### src/rtl/ccc_ctrl_pkg.sv
// Shared types for the CCC phase controller: sequencer states and REQ_SEL bit positions.
package ccc_ctrl_pkg;

    typedef enum logic [2:0] {
        ST_PWRDN,
        ST_WAIT_LOCK,
        ST_IDLE,
        ST_ROTATE,
        ST_GAP,
        ST_LOAD,
        ST_ERROR
    } state_t;

    localparam int SEL_W    = 3;
    localparam int SEL_OUT0 = 0;
    localparam int SEL_OUT2 = 1;
    localparam int SEL_OUT3 = 2;

endpackage

### src/rtl/ccc_lock_qual.sv
// PLL lock qualifier: 2-flop synchronizer, consecutive-high filter and lock timeout.
// While holding lock, it reports loss as soon as the synchronized lock goes low.
module ccc_lock_qual #(
    parameter int LOCK_FILTER  = 8,
    parameter int LOCK_TIMEOUT = 4096
) (
    input  logic clk,
    input  logic reset,
    input  logic pll_lock,
    input  logic wait_lock,
    output logic locked,
    output logic lost,
    output logic timeout
);

    localparam int FILT_W = $clog2(LOCK_FILTER + 1);
    localparam int TMO_W  = $clog2(LOCK_TIMEOUT + 1);

    logic              sync1;
    logic              sync2;
    logic [FILT_W-1:0] filt_cnt;
    logic [TMO_W-1:0]  tmo_cnt;
    logic              hunting;
    logic              filter_hit;

    assign hunting    = wait_lock && !locked;
    assign filter_hit = hunting && sync2 && (filt_cnt == FILT_W'(LOCK_FILTER - 1));
    // A lock that qualifies on the very last allowed cycle still counts as a lock.
    assign timeout    = hunting && !filter_hit && (tmo_cnt == TMO_W'(LOCK_TIMEOUT - 1));
    assign lost       = locked && !sync2;

    always_ff @(posedge clk) begin
        if (reset) begin
            sync1    <= 1'b0;
            sync2    <= 1'b0;
            filt_cnt <= '0;
            tmo_cnt  <= '0;
            locked   <= 1'b0;
        end else begin
            // NOTE: non-blocking assignments keep sync1/sync2 a real two-stage shift.
            sync1    <= pll_lock;
            sync2    <= sync1;
            filt_cnt <= (hunting && sync2 && !filter_hit) ? filt_cnt + FILT_W'(1) : '0;
            tmo_cnt  <= hunting ? tmo_cnt + TMO_W'(1) : '0;
            if (lost)
                locked <= 1'b0;
            else if (filter_hit)
                locked <= 1'b1;
        end
    end

endmodule

### src/rtl/ccc_phase_ctrl.sv
// CCC PLL sequencer: power-up and lock qualification, paced dynamic phase rotation,
// and tracking of the cumulative OUT0/OUT2/OUT3 phase positions.
module ccc_phase_ctrl
    import ccc_ctrl_pkg::*;
#(
    parameter int PD_CYCLES    = 16,
    parameter int LOCK_FILTER  = 8,
    parameter int LOCK_TIMEOUT = 4096,
    parameter int ROT_GAP      = 4,    // must be >= 1
    parameter int STEP_W       = 6,
    parameter int POS_W        = 8
) (
    input  logic              clk,
    input  logic              reset,
    input  logic              req_valid,
    input  logic [SEL_W-1:0]  req_sel,
    input  logic              req_dir,
    input  logic [STEP_W-1:0] req_steps,
    output logic              req_ready,
    output logic              done,
    output logic              done_err,
    output logic              locked,
    output logic              lock_err,
    output logic [POS_W-1:0]  pos_out0,
    output logic [POS_W-1:0]  pos_out2,
    output logic [POS_W-1:0]  pos_out3,
    input  logic              pll_lock,
    output logic              pll_powerdown_n,
    output logic              phase_out0_sel,
    output logic              phase_out2_sel,
    output logic              phase_out3_sel,
    output logic              phase_direction,
    output logic              phase_rotate,
    output logic              load_phase_n
);

    localparam int PD_W  = $clog2(PD_CYCLES + 1);
    localparam int GAP_W = $clog2(ROT_GAP + 1);

    state_t             state;
    logic [PD_W-1:0]    pd_cnt;
    logic [GAP_W-1:0]   gap_cnt;
    logic [STEP_W-1:0]  steps_left;
    logic [SEL_W-1:0]   sel_q;
    logic               dir_q;
    logic [POS_W-1:0]   pos [SEL_W];
    logic               lost;
    logic               timeout;

    ccc_lock_qual #(
        .LOCK_FILTER  (LOCK_FILTER),
        .LOCK_TIMEOUT (LOCK_TIMEOUT)
    ) u_lock_qual (
        .clk       (clk),
        .reset     (reset),
        .pll_lock  (pll_lock),
        .wait_lock (state == ST_WAIT_LOCK),
        .locked    (locked),
        .lost      (lost),
        .timeout   (timeout)
    );

    assign phase_out0_sel  = sel_q[SEL_OUT0];
    assign phase_out2_sel  = sel_q[SEL_OUT2];
    assign phase_out3_sel  = sel_q[SEL_OUT3];
    assign phase_direction = dir_q;
    assign pos_out0        = pos[SEL_OUT0];
    assign pos_out2        = pos[SEL_OUT2];
    assign pos_out3        = pos[SEL_OUT3];

    always_ff @(posedge clk) begin
        if (reset) begin
            state           <= ST_PWRDN;
            pd_cnt          <= '0;
            gap_cnt         <= '0;
            steps_left      <= '0;
            sel_q           <= '0;
            dir_q           <= 1'b0;
            // NOTE: the position array is architectural state, so every entry is reset.
            for (int i = 0; i < SEL_W; i++) pos[i] <= '0;
            pll_powerdown_n <= 1'b0;
            load_phase_n    <= 1'b1;
            phase_rotate    <= 1'b0;
            req_ready       <= 1'b0;
            done            <= 1'b0;
            done_err        <= 1'b0;
            lock_err        <= 1'b0;
        end else begin
            done         <= 1'b0;
            done_err     <= 1'b0;
            phase_rotate <= 1'b0;
            load_phase_n <= 1'b1;

            case (state)
                ST_PWRDN: begin
                    if (pd_cnt == PD_W'(PD_CYCLES - 1)) begin
                        pll_powerdown_n <= 1'b1;
                        state           <= ST_WAIT_LOCK;
                    end else begin
                        pd_cnt <= pd_cnt + PD_W'(1);
                    end
                end
                ST_WAIT_LOCK: begin
                    if (timeout) begin
                        lock_err <= 1'b1;
                        state    <= ST_ERROR;
                    end else if (locked && !lost) begin
                        req_ready <= 1'b1;
                        state     <= ST_IDLE;
                    end
                end
                ST_IDLE: begin
                    if (req_valid) begin
                        // An empty mask or zero steps completes at once without touching the PLL.
                        if (req_sel == '0 || req_steps == '0) begin
                            done <= 1'b1;
                        end else begin
                            sel_q        <= req_sel;
                            dir_q        <= req_dir;
                            steps_left   <= req_steps;
                            req_ready    <= 1'b0;
                            phase_rotate <= 1'b1;
                            state        <= ST_ROTATE;
                        end
                    end
                end
                ST_ROTATE: begin
                    for (int i = 0; i < SEL_W; i++) begin
                        if (sel_q[i])
                            pos[i] <= dir_q ? pos[i] + POS_W'(1) : pos[i] - POS_W'(1);
                    end
                    steps_left <= steps_left - STEP_W'(1);
                    gap_cnt    <= '0;
                    state      <= ST_GAP;
                end
                ST_GAP: begin
                    if (gap_cnt == GAP_W'(ROT_GAP - 1)) begin
                        if (steps_left != '0) begin
                            phase_rotate <= 1'b1;
                            state        <= ST_ROTATE;
                        end else begin
                            load_phase_n <= 1'b0;
                            state        <= ST_LOAD;
                        end
                    end else begin
                        gap_cnt <= gap_cnt + GAP_W'(1);
                    end
                end
                ST_LOAD: begin
                    done      <= 1'b1;
                    req_ready <= 1'b1;
                    sel_q     <= '0;
                    dir_q     <= 1'b0;
                    state     <= ST_IDLE;
                end
                ST_ERROR: begin
                    state <= ST_ERROR;
                end
                default: begin
                    state <= ST_PWRDN;
                end
            endcase

            // Lock loss overrides whatever the state logic chose, including a same-cycle accept.
            if (lost && state inside {ST_IDLE, ST_ROTATE, ST_GAP, ST_LOAD}) begin
                done            <= (state != ST_IDLE);
                done_err        <= (state != ST_IDLE);
                req_ready       <= 1'b0;
                phase_rotate    <= 1'b0;
                load_phase_n    <= 1'b1;
                sel_q           <= '0;
                dir_q           <= 1'b0;
                pll_powerdown_n <= 1'b0;
                pd_cnt          <= '0;
                for (int i = 0; i < SEL_W; i++) pos[i] <= '0;
                state           <= ST_PWRDN;
            end
        end
    end

endmodule

### config.mk
export PLATFORM = sky130hd
export DESIGN_NAME = ccc_phase_ctrl
export DESIGN_NICKNAME = d
export VERILOG_FILES = /design/src/rtl/ccc_ctrl_pkg.sv /design/src/rtl/ccc_lock_qual.sv /design/src/rtl/ccc_phase_ctrl.sv
export SDC_FILE = /design/constraint.sdc
export NUM_CORES = 1
export LEC_CHECK = 0
export CORE_MARGIN = 2
export CORE_UTILIZATION = 55
export CTS_CLUSTER_SIZE = 24
export DETAILED_ROUTE_END_ITERATION = 12
export PLACE_DENSITY = 0.8
export SYNTH_ARGS = -nofsm -noshare
export SYNTH_HDL_FRONTEND = slang
export SYNTH_SLANG_ARGS = --single-unit
### constraint.sdc
create_clock -name clk -period 4.9 [get_ports clk]
set_input_delay 0.98 -clock clk [delete_from_list [all_inputs] [get_ports clk]]
set_output_delay 0.98 -clock clk [all_outputs]
set_load 0.005 [all_outputs]
==> results.md <==
- Status: finished clean
- Fin nets: 524
- Post-synthesis async set-or-reset flop share: 0
- CTS Root Cell: clkbuf_8
- Total of warnings raised by yosys: 0
- Syn Nets: around 480
- FMAX: 348 MHz
- Row count: 30
- Largest net degree at the start of global routing: 37
- Post-synth top cells: dfxtp_1, nor2_1, a21oi_1, nand2_1, ha_1
- R2r setup slk: 2020 ps
- CTS Buf Count: 9
- Initial core utilization: 0.562
- R2R depth: 8
- Grt ovf: 0
- Die area: 7540 µm²
- Setup Fix Bufs, Post-CTS: 0
- CTS sink count: 72
- WL met3: approximately 240 µm
- Final Core Density: 0.663
- Hold EP: u_lock_qual.sync2
- Register area share after synthesis: 0.382
- Unrepaired setup endpoints after global routing: false
- Power per Cell Area: around 260 nW/µm²
- Width of the die: 86.9 µm
- Max_slew headroom: 0.213
- Wl on met1: ~3800 µm
- Vias in the first global route: between 2000 and 3000
- Setup violators final: 0
- Setup Slack @ Placement: 1700 ps
- Number of port buffers: 49
- Count of cell types in the netlist: approximately 60
- Req. time, crit path: 5120 ps
- ANT nets after route: 0
- Synthesized instance count: roughly 440
- WHS Path Cells: 1
- Routed len/inst: 13.6 µm
- CTS resizes: 0
- Maximum vdd drop: 163 µV
- Tot GR Track Use: 0.216
- H-tree Lvls: 3
- Final Hold Viols: 0
- Worst R2R End: pos[0][23]
- Pleak: between 1.5 and 2 nW
- RR Startpoint: phase_direction
- Startpoint Class: register
- Max Cap Viol: 0
- Ant. Diodes: 0
- Fraction of layout cells with a size suffix above 1: 0.0534
- Hold path start: u_lock_qual.sync1
- Post-synth EDFFs: 0
- Pre-Repair DR Iteration Count: 4
- Num ports: 50
- Most common cell in the netlist: dfxtp_1
- DRT Wirelength: 7720 µm
- Synth area leader: dfxtp_1
- Synth top area share: 0.382
- Setup ws final: 2020 ps
- First-pass GRT wire length: 13000 µm
- Die Ht: 86.9 µm
- Final Skew: ~8.5 ps
- Syn Area/Cell: 8.64 µm²
- CTS tree: yes
- Crit. End Element: register
- Crit share post-route: 0.587
- Worst-Margin Slew: 1180 ps
- Antenna violations before repair: 0
- CP Max Fanout: 19
- Final setup TNS: 0 ps
- WL met2: 3620 µm
- Minimum clock period: between 2000 and 3000 ps
- DR vias: 3152
- Max Slew Vio Count: 0
- Worst skew pair latency: ~350 ps
- Main flop type after synthesis: dfxtp_1
- Most area-consuming cells after synthesis: dfxtp_1, ha_1, nor2_1, a21oi_1, xor2_1
- DRC violations left: 0
- CP arrival: 3100 ps
- Starting DRT DRC Count: 142
- Max Root-Sink Buffers: 2
- GPL Wtd Cong: 0.832
- Worst hold path class: reg2reg
- Synth Cell Area: 3780 µm²
- Critical path type: reg2reg
- Seq cells post-synth: 72
- DP HPWL: about 5500 µm
- Highest metal used: met4
- Std-Cell Core Area: 6720 µm²
- Clock transition at path regs: 80 ps
- # hold bufs at CTS: 0
- Vias per std cell: 5.56
- Syn-to-layout area delta: 17.9%
[critical path, stage by stage, from the launching register on]
cell and delay (ps):
dfxtp_1 650, inv_1 500, ha_1 420, a21o_1 200
a41oi_2 240, and3_1 220, nor3_1 80, o311ai_1 310
o41ai_1 130
[cells in the final DEF, fill, tap and decap left out, types with 2 or more instances in the layout]
master            n
a211oi_1          9
a21o_1            9
a21oi_1          42
a31oi_1           5
and3_1           12
and3b_1           2
clkbuf_8         10
clkdlybuf4s50_1  49
clkinv_2          2
clkinvlp_4        3
dfxtp_1          72
fa_1              3
ha_1             25
inv_1            17
mux2i_1           4
nand2_1          36
nand2b_1          7
nand3_1          17
nor2_1           59
nor2b_1          10
nor3_1            7
nor3b_1           2
nor4_1            3
o21a_1            3
o21ai_0           9
o21bai_1          2
o22ai_1           2
o311ai_0          2
o31ai_1           4
xnor2_1          15
xor2_1           16
[kinds of logic after synthesis]
group,Yosys count,share of synthesized area
xor gates and xnor gates,31,0.0719
AOI/OAI and AO/OA,98,0.166
and+or+nand+nor,172,0.231
buffers and inverters,32,0.0401
adders and majority gates,28,0.0987
DFF,72,0.382
muxes,4,0.0106
[through the flow]
stage	hold slack (ps)	cells	area, µm²	power [mW]
2_1_floorplan	414	437	3780	0.711
3_3_place_gp	423	551	4280	0.735
3_5_place_dp	434	551	4280	0.739
4_1_cts	459	567	4450	1.15
5_1_grt	485	567	4450	1.19
6_report	450	567	4450	1.15
[worst max-delay path by stage]
| stage | start | endpoint | slack [ps] | depth (start not counted) |
|---|---|---|---|---|
| after floorplan | phase_direction | pos[0][23] | 2610 | 8 |
| after global placement | reset | pos[0][7] | 1700 | 5 |
| after detailed placement | reset | pos[0][7] | 1700 | 5 |
| after CTS | phase_direction | pos[0][23] | 2040 | 8 |
| after global routing | reset | pos[0][7] | 1850 | 5 |
| final | phase_direction | pos[0][23] | 2020 | 8 |
[power breakdown]
part | switching, mW | leakage (nW) | internal (mW)
logic | 0.0547 | 1.09 | 0.0490
clock network | 0.225 | 0.0813 | 0.196
registers | 0.0208 | 0.581 | 0.601
[registers in the layout, indices dropped and copies added (netlist names), 3 cells and up]
signal and cells:
pos 24, u_lock_qual.tmo_cnt 13, steps_left 6, u_lock_qual.filt_cnt 4, gap_cnt 3, pd_cnt 5
state 3, sel_q 3
[area by class of cell]
cell class	count	area, µm²
Timing Repair Buffer	49	490
Multi-Input combinational cell	333	2180
Tap cell	80	100
Sequential cell	72	1440
Clock inverter	5	32.5
Inverter	17	63.8
Fill cell	566	2270
Clock buffer	11	141
[metal layers]
layer	track usage	vias to the layer above
met2	0.337	61
met4	0.105	0
met5	0	-
met3	0.0332	9
li1	-	1615
met1	0.291	1467
Note: power is estimated with default switching activity, not from simulation.
